$ cat src/rtl/demux_pkg.sv
// Shared helpers for the stream demultiplexer.
// sel_width gives the channel-select width: at least one bit, even for degenerate N.
package demux_pkg;

    function automatic int sel_width(input int n);
        int w;
        w = $clog2(n);
        return (w < 1) ? 1 : w;
    endfunction

endpackage

$ cat src/rtl/demux_slot.sv
// One-entry output register for a single demux channel.
// A load always wins over a drain, so a word can pass straight through in one cycle.
module demux_slot #(
    parameter int W = 8
) (
    input  logic         clk,
    input  logic         rst,
    input  logic         load_i,
    input  logic [W-1:0] din_i,
    input  logic         drain_ready_i,
    output logic         valid_o,
    output logic [W-1:0] dout_o
);

    logic         valid_q, valid_d;
    logic [W-1:0] data_q, data_d;

    always_comb begin
        valid_d = valid_q;
        data_d  = data_q;
        if (load_i) begin
            valid_d = 1'b1;
            data_d  = din_i;
        end else if (valid_q && drain_ready_i) begin
            // Data keeps its last value after a drain.
            valid_d = 1'b0;
        end
    end

    always_ff @(posedge clk) begin
        if (rst) begin
            valid_q <= 1'b0;
            data_q  <= '0;
        end else begin
            valid_q <= valid_d;
            data_q  <= data_d;
        end
    end

    assign valid_o = valid_q;
    assign dout_o  = data_q;

endmodule

$ cat src/rtl/demux_stream.sv
// Registered 1:N stream demultiplexer with valid/ready handshake.
// Each channel has its own one-entry slot, so a stalled consumer only blocks words aimed at it.
module demux_stream
    import demux_pkg::*;
#(
    parameter int W     = 8,
    parameter int N     = 4,
    parameter int SEL_W = sel_width(N)
) (
    input  logic             clk,
    input  logic             rst,
    input  logic             in_valid_i,
    output logic             in_ready_o,
    input  logic [W-1:0]     in_data_i,
    input  logic [SEL_W-1:0] in_sel_i,
    output logic [N-1:0]     out_valid_o,
    input  logic [N-1:0]     out_ready_i,
    output logic [N*W-1:0]   out_data_o,
    output logic             drop_o
);

    logic [N-1:0] sel_oh;
    logic [N-1:0] load;
    logic         sel_ok;
    logic         drop_q, drop_d;

    // An all-zero decode means the select points past the last channel.
    assign sel_ok     = |sel_oh;
    assign in_ready_o = !sel_ok || |(sel_oh & (~out_valid_o | out_ready_i));
    assign drop_d     = in_valid_i && !sel_ok;

    for (genvar k = 0; k < N; k++) begin : g_slot
        assign sel_oh[k] = (in_sel_i == SEL_W'(k));
        assign load[k]   = in_valid_i && in_ready_o && sel_oh[k];

        demux_slot #(.W(W)) u_slot (
            .clk           (clk),
            .rst           (rst),
            .load_i        (load[k]),
            .din_i         (in_data_i),
            .drain_ready_i (out_ready_i[k]),
            .valid_o       (out_valid_o[k]),
            .dout_o        (out_data_o[k*W +: W])
        );
    end

    always_ff @(posedge clk) begin
        if (rst) drop_q <= 1'b0;
        else     drop_q <= drop_d;
    end

    assign drop_o = drop_q;

endmodule
$ cat config.mk
export PLATFORM = sky130hd
export DESIGN_NAME = demux_stream
export DESIGN_NICKNAME = d
export VERILOG_FILES = /design/src/rtl/demux_pkg.sv /design/src/rtl/demux_slot.sv /design/src/rtl/demux_stream.sv
export SDC_FILE = /design/constraint.sdc
export NUM_CORES = 1
export LEC_CHECK = 0
export ABC_AREA = 1
export ABC_CLOCK_PERIOD_IN_PS = 2720
export CORE_ASPECT_RATIO = 1.2
export CORE_MARGIN = 10
export CORE_UTILIZATION = 51
export DETAILED_ROUTE_END_ITERATION = 16
export PLACE_DENSITY = 0.88
export SYNTH_ARGS = -nofsm -noshare
export SYNTH_HDL_FRONTEND = slang
export SYNTH_SLANG_ARGS = --single-unit
$ cat constraint.sdc
create_clock -name clk -period 2.72 [get_ports clk]
set_input_delay 0.544 -clock clk [delete_from_list [all_inputs] [get_ports clk]]
set_output_delay 0.544 -clock clk [all_outputs]
set_load 0.03 [all_outputs]
==> metrics.md <==
| Metric | Value |
|---|---|
| Status | `completed` |
| Setup crit start kind | `input pin` |
| Max FO, Critical Path | `15` |
| Post_cts resized | `0` |
| CTS tree | `done` |
| Die ar. | `approximately 0.0066 mm^2` |
| Via count | `roughly 1800` |
| Initial DRC count | `250` |
| Fin nets | `357` |
| Largest net degree at the start of global routing | `37` |
| Ys Warns | `0` |
| IO buf count | `54` |
| Crit path max-delay cell type | `clkdlybuf4s50_1` |
| Area of the core | `between 0.003 and 0.004 mm^2` |
| Pre-CTS WS | `around 290 ps` |
| VDD IR max | `between 300 and 400 uV` |
| Layout overhead on the synthesized area | `33.0%` |
| Max frequency | `a little over 400 MHz` |
| Hold Vio Cnt, Final | `0` |
| Mapped cell area | `0.00189 mm^2` |
| Clk pin slew, worst setup/hold paths | `roughly 70 ps` |
| First-pass GRT wire length | `7.64 mm` |
| Die Height | `between 80 and 90 um` |
| Synth top area cells | `dfxtp_1 (39%), inv_1 (16%), nand2_1 (15%)` |
| Reg area | `roughly 740 um^2` |
| CP most frequent cell | `nand2_1` |
| Ratio of cells with drive above 1 in the final layout | `7.33%` |
| CP Launch Point | `in_sel_i[0]` |
| Initial antenna violation count | `0` |
| Multi-input combinational cell area | `747 um^2` |
| CP max stage delay | `580 ps` |
| Post-Route WL | `around 4.6 mm` |
| Leak | `0.00123 uW` |
| Antenna-violating nets left | `0` |
| Die outline width | `between 70 and 80 um` |
| Root buffer cell | `clkbuf_8` |
| Fin crit period | `approximately 2400 ps` |
| Final Cycle Share | `89.2%` |
| Mean Syn Cell Area | `roughly 6.6 um^2` |
| Worst r2r src | `g_slot[3].u_slot.valid_o$_SDFFE_PP0P_` |
| Num rows | `24` |
| CTS max path bufs | `2` |
| Global Route Usage Sum | `14.9%` |
| GPL Wtd Cong | `0.846` |
| Clock sinks | `37` |
| Synth Register Bits | `37` |
| Mapped Cells | `around 290` |
| Final core occ | `69.8%` |
| Data arrival, critical path | `between 1500 and 2000 ps` |
| Total gr overflow | `0` |
| Final Max Tran Viols | `0` |
| CTS H-tree lvls | `2` |
| Hold Crit Class | `reg2reg` |
| Iteration count of the initial detailed-routing pass | `4` |
| ANT cells | `0` |
| TNS Setup | `0 ps` |
| Mapped Nets | `just over 300` |
| Starting Density | `a little over half` |
| Setup crit end kind | `output port` |
| Clk_lat worst skew | `290 ps` |
| Library cells used by synthesis | `17` |
| Placed cell area | `0.00243 mm^2` |
| Routed len/inst | `12.1 um` |
| Final setup viols | `0` |
| Post-route cell area | `0.00251 mm^2` |
| Layout fillers | `between 300 and 400` |
| Worst setup margin | `approximately 290 ps` |
| Min-delay src | `g_slot[2].u_slot.valid_o$_SDFFE_PP0P_` |
| Buf/Inv on CP | `4` |
| Vias per cell | `about 4.7` |
| Hold WS | `489 ps` |
| DR DRC count | `0` |
| WS Path Type | `in2out` |
| Sequential area share after synthesis | `39.2%` |
| Worst-path cell chain | `clkdlybuf4s50_1 > nand2_1 > inv_2 > nand2_1 > nand2_1 > inv_2 > nand2_8 > buf_4` |
| Setup Fix Bufs, Post-CTS | `0` |
| # IOs | `55` |
| PwrDens | `between 400 and 500 mW/mm^2` |
| Yosys top cell by area | `dfxtp_1` |
| Clock Skews | `6.96 ps` |
| Crit-path leading delay family | `buffers and inverters` |
| Vias in the first global route | `~1700` |
| Max_cap viols | `0` |
| Critical Path RT | `between 2000 and 2500 ps` |
| Synth top area share | `39.2%` |
| CTS Buf Count | `5` |
| Hpwl dp | `around 3.4 mm` |
| CTS Hold Bufs | `0` |
| RSZ-0062 raised after global routing | `false` |
## cell type report
| class | count | area share, % |
|---|---|---|
| clock inverter | 2 | 0.398 |
| inverter | 83 | 12.4 |
| multi-input combinational | 153 | 29.7 |
| clock buffer | 6 | 2.89 |
| tap | 39 | 1.94 |
| sequential | 37 | 29.5 |
| timing repair buffer | 60 | 23.2 |
## registers in the layout, indices dropped and copies added (netlist names)
name,cells
drop_o,1
g_slot.u_slot.valid_o,4
g_slot.u_slot.dout_o,32
## Yosys cell counts
cell	count
conb_1	1
nand2_8	1
nand2_1	77
nor2_2	1
buf_6	3
a21oi_1	3
nand4_1	32
buf_2	1
buf_1	3
inv_2	3
clkbuf_1	3
nor2_4	2
buf_4	4
nor2_1	32
dfxtp_1	37
nand3_4	4
inv_1	80
## worst paths after layout
| kind | endpoint | slack [ps] | cells past startpoint |
|---|---|---|---|
| min reg2reg | g_slot[2].u_slot.valid_o$_SDFFE_PP0P_ | 490 | 2 |
| max | in_ready_o | 290 | 8 |
| max reg2reg | g_slot[0].u_slot.dout_o[2]$_SDFFE_PP0P_ | 1240 | 10 |
| min | g_slot[2].u_slot.valid_o$_SDFFE_PP0P_ | 490 | 2 |
## power by group
part           leakage (uW)  switching (uW)  internal [uW]
Sequential         0.000302            12.5            568
Combinational      0.000879             176            112
Clock             0.0000450             192            177
## worst min-delay path, stage by stage (launching register included)
cell	delay, ps
dfxtp_1	310
nand2_1	80
a21oi_1	60
## cell usage in the layout, fill, tap and decap left out
master / n
conb_1: 1
clkdlybuf4s50_1: 53
clkbuf_1: 1
nand2_8: 1
clkinv_2: 2
buf_4: 7
nand3_4: 4
dfxtp_1: 37
inv_2: 3
nor2_2: 1
a21oi_1: 3
nor2_4: 2
nand2_1: 77
clkbuf_8: 5
nor2_1: 32
nand4_1: 32
inv_1: 80
## kinds of logic after synthesis
group	Yosys count	synth area share, %
AOI/OAI and AO/OA	3	0.794
buffers and inverters	97	21.3
DFF	37	39.2
other	1	0.198
and+or+nand+nor	149	38.5
## through the flow
stage,total power (uW),std cells
after floorplan,781,287
after global placement,874,372
after detailed placement,880,372
after CTS,1250,380
after global routing,1300,380
final,1240,380
## routing by layer
layer	share of wire (%)	up-vias	GRT usage, %
met4	2.0	0	5.92
met2	51	49	26.1
met3	8.6	11	5.72
met1	38	778	15.2
li1	-	946	-
met5	0	-	0
No activity file was read; power rests on OpenSTA's default activity.
==> patch: new RTL, same flow settings <==
Make the reset (`rst`) asynchronous in 2 clocked blocks.
--- a/src/rtl/demux_slot.sv
+++ b/src/rtl/demux_slot.sv
@@ -29,3 +29,3 @@
 
-    always_ff @(posedge clk) begin
+    always_ff @(posedge clk or posedge rst) begin
         if (rst) begin
--- a/src/rtl/demux_stream.sv
+++ b/src/rtl/demux_stream.sv
@@ -46,3 +46,3 @@
 
-    always_ff @(posedge clk) begin
+    always_ff @(posedge clk or posedge rst) begin
         if (rst) drop_q <= 1'b0;
Function: differs if rst is asserted again (counterexample within 4 cycles, from zero or initial values and one cycle with rst high); with rst held inactive, the same outputs for 10 cycles.
==> patch against the unedited design <==
- wire length shrank 6.6%
- sequential cell count unchanged
- critical path depth stayed put
- area after synthesis is 14% lower
- utilization increased by 3.9 points
- final area down 10%
- final cell count fell by 28%
- setup slack improved by 55 ps
- critical endpoint unchanged
Power is not compared: it rests on default switching activity, and its combinational part moved more than twofold at a synthesized area within 25%.
==> patch: results (changes against the unedited design) <==
yosys:
  synth_compound_area_frac: 0  # -0.00794
  synth_cells: 178  # -38%
  syn_nets: 195  # -36%
  synthDistinctLibCells: 14  # -3
  ys_top_cells_by_count: "nand2_1, dfrtp_1, nand4_1"
  synthArstFlopShare: 1.00  # +1.00
  synth_mux_area_frac: 0  # unchanged
  yosysSeqAreaShare: 0.571  # +0.179
  synth_area_leaders: "dfrtp_1, nand2_1, nand4_1"
global_routing:
  grt_usage: 0.153  # +0.00446
  grt_pass1_wl_um: 7100  # -7.0%
  grt_pass1_vias: 1428  # -16%
  antenna_found_initial: 0  # unchanged
  grt_max_degree: 27  # -27%
sta:
  timing.clock.skew_ps: 8.36  # +1.40 ps
route:
  wl_met1_um: 1720  # -1.5%
  first_pass_iters: 4  # unchanged
  via_per_inst: 5.23  # +11%
  drt_iter0_drc: 99  # -60%
  route.met3.wl_um: 334  # -16%
  wirelength_um: 4290  # -6.6%
  route.met2.wl_um: 2100  # -11%
  wl_per_cell_um: 15.7  # +30%
clocking:
  cts.clk_slew.worst_paths_ps: 100  # +30 ps
  postCtsSetupBuffers: 0  # unchanged
  cts_buffer_depth: 2  # unchanged
  cts_resized: 0  # unchanged
  cts-root-buf: "clkbuf_4"
  clk_latency_ps: 350  # +60 ps
  htree_num_levels: 2  # unchanged
  cts_buffers: 5  # unchanged
placed_design:
  dp_worst_setup_slack_ps: 269  # -16.6 ps
  place_congestion: 0.842  # -0.53%
  hpwl_um: 3380  # -0.52%
  dp.cells: 265  # -29%
  place_area_sq_um: 2200  # -9.5%
critical_path:
  max_stage_delay_ps: 600  # +20 ps
  path_max_fanout: 12  # -3
  cp.arrival_ps: 1830  # -50 ps
  path_delay_family: "buffers and inverters"
layout:
  nets: 253  # -29%
  final_layout_size_suffix_gt1_frac: 0.110  # +0.0364
run_status:
  status: "complete, no violations"
min_path:
  hold_class: "register to register"
[patch: path summary, 6_finish.rpt]
path | startpoint | to | slack [ps] | cells past startpoint
setup / recovery | in_sel_i[1] | in_ready_o | 350 | 8
hold / removal | g_slot[0].u_slot.dout_o[5] | g_slot[0].u_slot.dout_o[5] | 480 | 2
setup reg to reg | g_slot[2].u_slot.valid_o | g_slot[3].u_slot.dout_o[0] | 1080 | 9
hold reg to reg | g_slot[0].u_slot.dout_o[5] | g_slot[0].u_slot.dout_o[5] | 480 | 2
max in group asynchronous | rst | g_slot[3].u_slot.dout_o[4] | 1570 | 3
min in group asynchronous | rst | g_slot[3].u_slot.dout_o[1] | 590 | 2
[patch: final cells by class]
type	count	area, sq um
fillers	220	805
clock inverters	2	10.0
repair buffers	62	611
flip-flops and latches	37	926
inverters	10	37.5
well taps	36	45.0
multi-input cells	120	581
clock buffers	6	41.3
[patch: cell families (layout without fill, tap and decap cells)]
| group | count (synthesis) | count (layout) |
|---|---|---|
| simple gates | 119 | 119 |
| flops | 37 | 37 |
| buf+inv | 21 | 80 |
| other cells | 1 | 1 |
[patch: routing by layer]
layer	vias to the layer above	global-route usage
met5	-	0
met4	0	0.0872
met3	13	0.0615
met2	54	0.246
met1	658	0.169
li1	702	-
[patch: report_power, final]
part / total (uW) / internal (uW) / switching [uW] / leakage, uW
Sequential: 715 / 655 / 59.7 / 0.000465
Combinational: 650 / 257 / 392 / 0.000634
Clock: 271 / 98.3 / 172 / 0.0000320
Total: 1630 / 1010 / 624 / 0.00113
[patch: worst register-to-register path, delay by kind of cell (launching register included)]
| family | cells | cell delay [ps] |
|---|---|---|
| buffers and inverters | 2 | 330 |
| AND/OR/NAND/NOR | 7 | 820 |
| flip-flops | 1 | 390 |
